==> config.mk <==
export PLATFORM = sky130hd
export DESIGN_NAME = uart_tx_scheduler
export DESIGN_NICKNAME = d
export VERILOG_FILES = /design/src/rtl/uart_tx_scheduler.sv
export SDC_FILE = /design/constraint.sdc
export NUM_CORES = 1
export LEC_CHECK = 0
export CORE_ASPECT_RATIO = 0.75
export CORE_UTILIZATION = 25
export CTS_CLUSTER_DIAMETER = 50
export CTS_CLUSTER_SIZE = 20
export DETAILED_ROUTE_END_ITERATION = 6
export DONT_BUFFER_PORTS = 1
export GPL_TIMING_DRIVEN = 0
export SYNTH_ARGS = -nofsm -noshare
export SYNTH_HDL_FRONTEND = slang
export SYNTH_SLANG_ARGS = --single-unit
==> constraint.sdc <==
create_clock -name clock -period 7.54 [get_ports clock]
set_clock_uncertainty 0.15 [all_clocks]
set_input_delay 1.508 -clock clock [delete_from_list [all_inputs] [get_ports clock]]
set_output_delay 1.508 -clock clock [all_outputs]
set_load 0.01 [all_outputs]
==> src/rtl/uart_tx_scheduler.sv <==
// uart_tx_scheduler: round-robin arbiter feeding four requesters' bytes to one UART transmitter.
// Ports:
//   clock, rst            - system clock, synchronous active-high reset
//   req[3:0]              - per-requester level request (sampled only while idle)
//   req_data[31:0]        - byte for requester i at [8i+7:8i]
//   req_cfg[23:0]         - {baud_rate[1:0], parity_type[1:0], stop_bits, data_length} at [6i+5:6i]
//   ack[3:0], done[3:0]   - one-cycle grant / frame-complete pulses
//   err                   - one-cycle pulse when tx_active never arrives
//   busy                  - high whenever a frame is in flight or in the inter-frame gap
//   tx_*                  - registered strobe, byte and config to the transmitter
//   tx_active, tx_done    - transmitter status
module uart_tx_scheduler #(
    parameter int SEND_CYCLES = 5,
    parameter int GAP_CYCLES  = 2,
    parameter int ACT_TIMEOUT = 255
) (
    input  logic        clock,
    input  logic        rst,
    input  logic [3:0]  req,
    input  logic [31:0] req_data,
    input  logic [23:0] req_cfg,
    output logic [3:0]  ack,
    output logic [3:0]  done,
    output logic        err,
    output logic        busy,
    output logic        tx_send,
    output logic [7:0]  tx_data,
    output logic [1:0]  tx_baud_rate,
    output logic [1:0]  tx_parity_type,
    output logic        tx_stop_bits,
    output logic        tx_data_length,
    input  logic        tx_active,
    input  logic        tx_done
);
    localparam int MAX_SG = SEND_CYCLES > GAP_CYCLES ? SEND_CYCLES : GAP_CYCLES;
    localparam int MAXC   = MAX_SG > ACT_TIMEOUT ? MAX_SG : ACT_TIMEOUT;
    localparam int CW     = MAXC < 1 ? 1 : $clog2(MAXC + 1);
    // Zero-length phases still occupy one cycle.
    localparam logic [CW-1:0] SEND_LAST = CW'(SEND_CYCLES > 0 ? SEND_CYCLES - 1 : 0);
    localparam logic [CW-1:0] ACT_LAST  = CW'(ACT_TIMEOUT > 0 ? ACT_TIMEOUT - 1 : 0);
    localparam logic [CW-1:0] GAP_LAST  = CW'(GAP_CYCLES > 0 ? GAP_CYCLES - 1 : 0);

    typedef enum logic [2:0] {IDLE, SEND, WAIT_ACT, WAIT_DONE, GAP} state_t;

    state_t        state, state_n;
    logic [CW-1:0] cnt, cnt_n;
    logic [1:0]    last, last_n, win, idx;
    logic          found;
    logic [3:0]    ack_n, done_n;
    logic          err_n, send_n;
    logic [7:0]    data_n;
    logic [5:0]    cfg_n;

    // Search starts one past the last winner; last also names the requester owning the current frame.
    always_comb begin
        win   = last + 2'd1;
        found = 1'b0;
        idx   = '0;
        for (int i = 1; i <= 4; i++) begin
            idx = last + 2'(i);
            if (!found && req[idx]) begin
                win   = idx;
                found = 1'b1;
            end
        end
    end

    always_comb begin
        state_n = state;
        cnt_n   = cnt;
        last_n  = last;
        ack_n   = '0;
        done_n  = '0;
        err_n   = 1'b0;
        send_n  = 1'b0;
        data_n  = tx_data;
        cfg_n   = {tx_baud_rate, tx_parity_type, tx_stop_bits, tx_data_length};
        case (state)
            IDLE: if (found) begin
                state_n    = SEND;
                cnt_n      = '0;
                last_n     = win;
                ack_n[win] = 1'b1;
                send_n     = 1'b1;
                data_n     = req_data[8*win +: 8];
                cfg_n      = req_cfg[6*win +: 6];
            end
            SEND: if (cnt == SEND_LAST) begin
                state_n = WAIT_ACT;
                cnt_n   = '0;
            end else begin
                cnt_n  = cnt + 1'b1;
                send_n = 1'b1;
            end
            WAIT_ACT: if (tx_active) begin
                state_n = WAIT_DONE;
                cnt_n   = '0;
            end else if (cnt == ACT_LAST) begin
                state_n = GAP;
                cnt_n   = '0;
                err_n   = 1'b1;
            end else begin
                cnt_n = cnt + 1'b1;
            end
            WAIT_DONE: if (!tx_active && tx_done) begin
                state_n      = GAP;
                cnt_n        = '0;
                done_n[last] = 1'b1;
            end
            GAP: if (cnt == GAP_LAST) begin
                state_n = IDLE;
                cnt_n   = '0;
            end else begin
                cnt_n = cnt + 1'b1;
            end
            default: state_n = IDLE;
        endcase
    end

    always_ff @(posedge clock) begin
        if (rst) begin
            state   <= IDLE;
            cnt     <= '0;
            last    <= 2'd3;
            ack     <= '0;
            done    <= '0;
            err     <= 1'b0;
            busy    <= 1'b0;
            tx_send <= 1'b0;
            tx_data <= '0;
            {tx_baud_rate, tx_parity_type, tx_stop_bits, tx_data_length} <= '0;
        end else begin
            state   <= state_n;
            cnt     <= cnt_n;
            last    <= last_n;
            ack     <= ack_n;
            done    <= done_n;
            err     <= err_n;
            busy    <= state_n != IDLE;
            tx_send <= send_n;
            tx_data <= data_n;
            {tx_baud_rate, tx_parity_type, tx_stop_bits, tx_data_length} <= cfg_n;
        end
    end
endmodule

# Yosys cells after proc, flatten, opt, wreduce, memory -nomap -nowiden
# Cells that the tools add are included.
# word_totals
word_cells	96
register_bits	38
# op_classes
eq_ne	9
n_addsub	4
reduce_logical	18
magnitude_cmp	7
mux	37
bitwise_logic	5
n_shift	2
multipliers	1
# ops
op	count
$mux W8	6
$pmux W8 S5	1
$shiftx A32 B6 Y8	1
$shiftx A24 B6 Y6	1
$mux W3	6
$lt A2 B3 Y1 const B	5
$pmux W3 S5	1
$mux W1	13
$reduce_or A3 Y1	3
$add A8 B1 Y8 const B	1
$bmux W1 S2	4
$eq A8 B1 Y1 const B	1
$eq A8 B3 Y1 const B	1
$eq A8 B8 Y1 const B	1
$eq A3 B2 Y1 const B	2
$logic_and A1 B1 Y1	6
$mux W2	3
$not A1 Y1	5
$reduce_bool A5 Y1	1
$add A2 B2 Y2 const B	2
$demux W1 S2	2
$ge A2 B1 Y1 const B	2
$logic_not A1 Y1	4
$mul A2 B2 Y4 const A	1
9 further kinds	10

# Logic depth before layout (Yosys ltp)
# logic_depth
word_depth	17
depth_mapped	11
mapped_depth_nobuf	8

# Worst setup path after synthesis
# OpenSTA, ideal clock, no wires.
# synth_path
path_kind	in2reg
from	in req[3]
to	reg tx_data[6]
setup_ns	0.084
path_stages	9
arrival_ns	3.336
t_required_ns	7.306
slack_ns	3.969
cell_sequence	buf_2 mux4_2 nand2b_4 a31o_2 and2_1 buf_2 buf_6 o211a_1 o31ai_2
# synth_between
elab_chain_len	13
# synth_rtl
element	line	text
from (decl)	19	input logic [3:0] req,
$bmux W1 S2	61	if (!found && req[idx]) begin
$mux W1 (not written as such)	61	
$mux W1	61	
$logic_not A1 Y1	61	
$logic_and A1 B1 Y1	61	
$mux W1	61	
$logic_not A1 Y1	61	
$logic_and A1 B1 Y1	61	
$mux W1	61	
$logic_not A1 Y1	61	
$logic_and A1 B1 Y1	61	
$mux W2 or $mux W1 (tied branches)	61	
$shiftx A32 B6 Y8 or $reduce_and A2 Y1 (tied branches)	-	
to (signal assigned)	141	tx_data <= data_n;
to (decl)	27	output logic [7:0] tx_data,
# Parallel ways exist; a longest one is shown, timed or not. The select of a mux whose other input is x is not followed.
# A chain may end at the register's enable or synchronous reset.

# Final worst setup path
# layout_path
from	in req[2]
to	reg tx_data[7]
# The elaborated chain is that of the path after synthesis.

==> results.py <==
metrics = {
    "synthesis": {
        "yosys.area.top_type": "dfxtp_1",
        "yosys.area.top_type_share": 0.3220,
        "syn-cell-area_sq_um": 2362,
        "synth_edf_count": 0,
        "synth-async-reset-ratio": 0,
        "syn_inst": 271,
        "synthTopCellsByArea": "dfxtp_1 32%, mux2i_1 6.4%, ha_1 4.2%",
        "ys_seq_area_frac": 0.3220,
        "synth_ff_type": "dfxtp_1",
        "synth.avg_cell_area_sq_um": 8.717,
        "yosys_warnings": 0,
        "ys_seq_elements": 38,
        "yosys.cell_types.count": 47,
        "syn-num-nets": 343,
    },
    "clock_network": {
        "tritoncts": "built",
        "clk_latency_ns": 0.29,
        "clk_pin_slew_ns": 0.06,
        "ctsHtreeMaxLevel": 2,
        "cts_resized": 0,
        "cts.path.max_buffers": 2,
        "numCtsBuffers": 5,
        "cts_setup_buffers": 0,
        "clock_sinks": 38,
        "hold_buffers": 0,
        "root_buffer": "clkbuf_16",
    },
    "route": {
        "wl_per_cell_um": 15.24,
        "drc": 0,
        "first_pass_iters": 4,
        "antenna_left": 0,
        "vias_per_cell": 5.093,
        "dr_total_vias": 2073,
        "drt-total-wl_mm": 6.204,
        "drt_iter0_markers": 75,
    },
    "timing": {
        "rsz0062_at_grt": "no",
        "slew_headroom": 0.4901,
        "fmax_ghz": 0.2721,
        "period_share": 0.4875,
        "hold_viol_final": 0,
        "fin_ws_ns": 3.865,
        "period_minus_slack_ns": 3.675,
        "tightest_slew_ns": 0.7649,
        "slew_viol_final": 0,
        "setup_viol_count_final": 0,
        "fin_tns_setup_ns": 0,
    },
    "die": {
        "fp.dieW_um": 114.2,
        "std_cell_rows": 30,
        "coreArea_sq_um": 9121,
        "ios": 89,
        "initial_core_util": 0.2590,
        "die-area_sq_um": 9846,
        "dieHeight_um": 86.19,
    },
    "placement": {
        "place_congestion": 0.8488,
        "portBuffers": 0,
        "placed_area_sq_um": 2522,
        "dpl_worst_slack_ns": 3.591,
        "dp_hpwl_mm": 4.588,
    },
    "global_route": {
        "grt_pass1_vias": 1922,
        "grt_max_degree": 14,
        "grt_pass1_wl_mm": 9.673,
        "track_usage": 0.1281,
        "grt-ovfl-total": 0,
        "antenna_found_initial": 0,
    },
    "cells_and_area": {
        "fin_util": 0.2952,
        "multi_input_area_sq_um": 1438,
        "diodes": 0,
        "ff_latch_area_sq_um": 760.7,
        "n_fill_cell": 950,
        "nets": 350,
        "stdcell_area_sq_um": 2693,
        "drive_gt1_frac": 0.09677,
        "area_growth_pct": 13.98,
    },
    "setup_path": {
        "worstPathMaxFanout": 10,
        "cp_top_family": "compound AO/OA/AOI/OAI gates",
        "worstSetupStartpointType": "input port",
        "path_cells": "buf_2, mux4_2, a211oi_2, nor2_1, o31ai_4, clkbuf_1, a211oi_1, o31ai_1",
        "critPathKind": "input port to flop",
        "cp.arrival_ns": 3.73,
        "path_buf_inv": 2,
        "critPathSlowestCell": "mux4_2",
        "slowest_delay_ns": 0.51,
        "end_kind": "flop",
        "crit_required_ns": 7.59,
    },
    "flow_run": {
        "cap_viol_max_count": 0,
    },
    "power_and_ir_drop": {
        "cellPowerDensity_nw_per_um2": 367.3,
        "peakVddDrop_v": 0.0001653,
        "leakage_nw": 1.070,
    },
    "run_status": {
        "status": "complete, no violations",
    },
    "hold_path": {
        "min_path_type": "flop to flop",
    },
}
==> worst min-delay path, delay by kind of cell (launching register included) <==
family / cells / cell delay [ns]
and+or+nand+nor: 1 / 0.08
AOI/OAI and AO/OA: 1 / 0.06
DFF: 1 / 0.34
==> area by class of cell <==
| type | count | area share |
|---|---|---|
| Sequential cell | 38 | 0.2825 |
| Tap cell | 128 | 0.05948 |
| Multi-Input combinational cell | 199 | 0.5339 |
| Clock inverter | 3 | 0.01673 |
| Buffer | 20 | 0.04136 |
| Inverter | 14 | 0.01952 |
| Clock buffer | 5 | 0.04647 |
==> state kept, by name, summed over array words and instances, names as in the netlist <==
signal	count
tx_data_length	1
tx_data	8
done	4
tx_parity_type	2
tx_stop_bits	1
last	2
ack	4
cnt	8
tx_send	1
busy	1
tx_baud_rate	2
state	3
err	1
==> kinds of logic after synthesis <==
kind of cell | count (synthesis) | synth area share
simple gates | 91 | 0.2013
compound gates | 71 | 0.2288
flops | 38 | 0.3220
buf+inv | 34 | 0.06938
mux | 21 | 0.1065
xor+xnor | 8 | 0.02966
fa+ha+maj | 8 | 0.04237
==> power breakdown <==
part	internal (mW)	total, mW	switching [mW]	leakage (nW)
Sequential	0.242	0.291	0.0493	0.312
Clock	0.156	0.247	0.0907	0.0760
Combinational	0.189	0.451	0.262	0.682
==> path summary, 6_finish.rpt <==
| kind | depth (start not counted) | endpoint | from | slack (ns) |
|---|---|---|---|---|
| worst max register to register | 10 | tx_data[7] | last[0] | 4.11 |
| worst max-delay path | 8 | tx_data[7] | req[2] | 3.86 |
| worst min register to register | 2 | tx_data[4] | tx_data[4] | 0.38 |
| worst min-delay path | 2 | tx_data[4] | tx_data[4] | 0.38 |
==> through the flow <==
step,cells,hold slack [ns],power (mW)
4_1_cts,407,0.3738,0.9980
6_report,407,0.3754,0.9889
3_3_place_gp,399,0.3637,0.7334
3_5_place_dp,399,0.3651,0.7448
2_1_floorplan,271,0.3368,0.6439
5_1_grt,407,0.3909,1.055
==> layout by cell type (no fill, tap or decap), types with 4 or more instances in the layout <==
| master | instances |
|---|---|
| a211oi_1 | 8 |
| a21boi_0 | 8 |
| a21oi_1 | 9 |
| a221oi_1 | 6 |
| and2_1 | 5 |
| buf_2 | 5 |
| buf_6 | 4 |
| clkbuf_1 | 11 |
| clkbuf_16 | 5 |
| dfxtp_1 | 38 |
| ha_1 | 8 |
| inv_1 | 14 |
| mux2i_1 | 15 |
| nand2_1 | 10 |
| nand3_1 | 18 |
| nand4_1 | 8 |
| nor2_1 | 23 |
| nor2b_1 | 6 |
| nor4_1 | 5 |
| o211a_1 | 8 |
| o21ai_0 | 11 |
| o31ai_1 | 8 |
| xor2_1 | 5 |
==> layer usage <==
layer,share of wire,global-route usage
met3,0.067,0.04825
met4,0.014,0.04959
met5,0,0
met1,0.48,0.1637
met2,0.44,0.1956
==> cells in the mapped netlist (9+ instances only) <==
cell type,instances
dfxtp_1,38
clkbuf_1,11
mux2i_1,15
nor2_1,23
inv_1,14
nand2_1,10
a21oi_1,9
o21ai_0,11
nand3_1,18
Note: power is estimated with default switching activity, not from simulation.
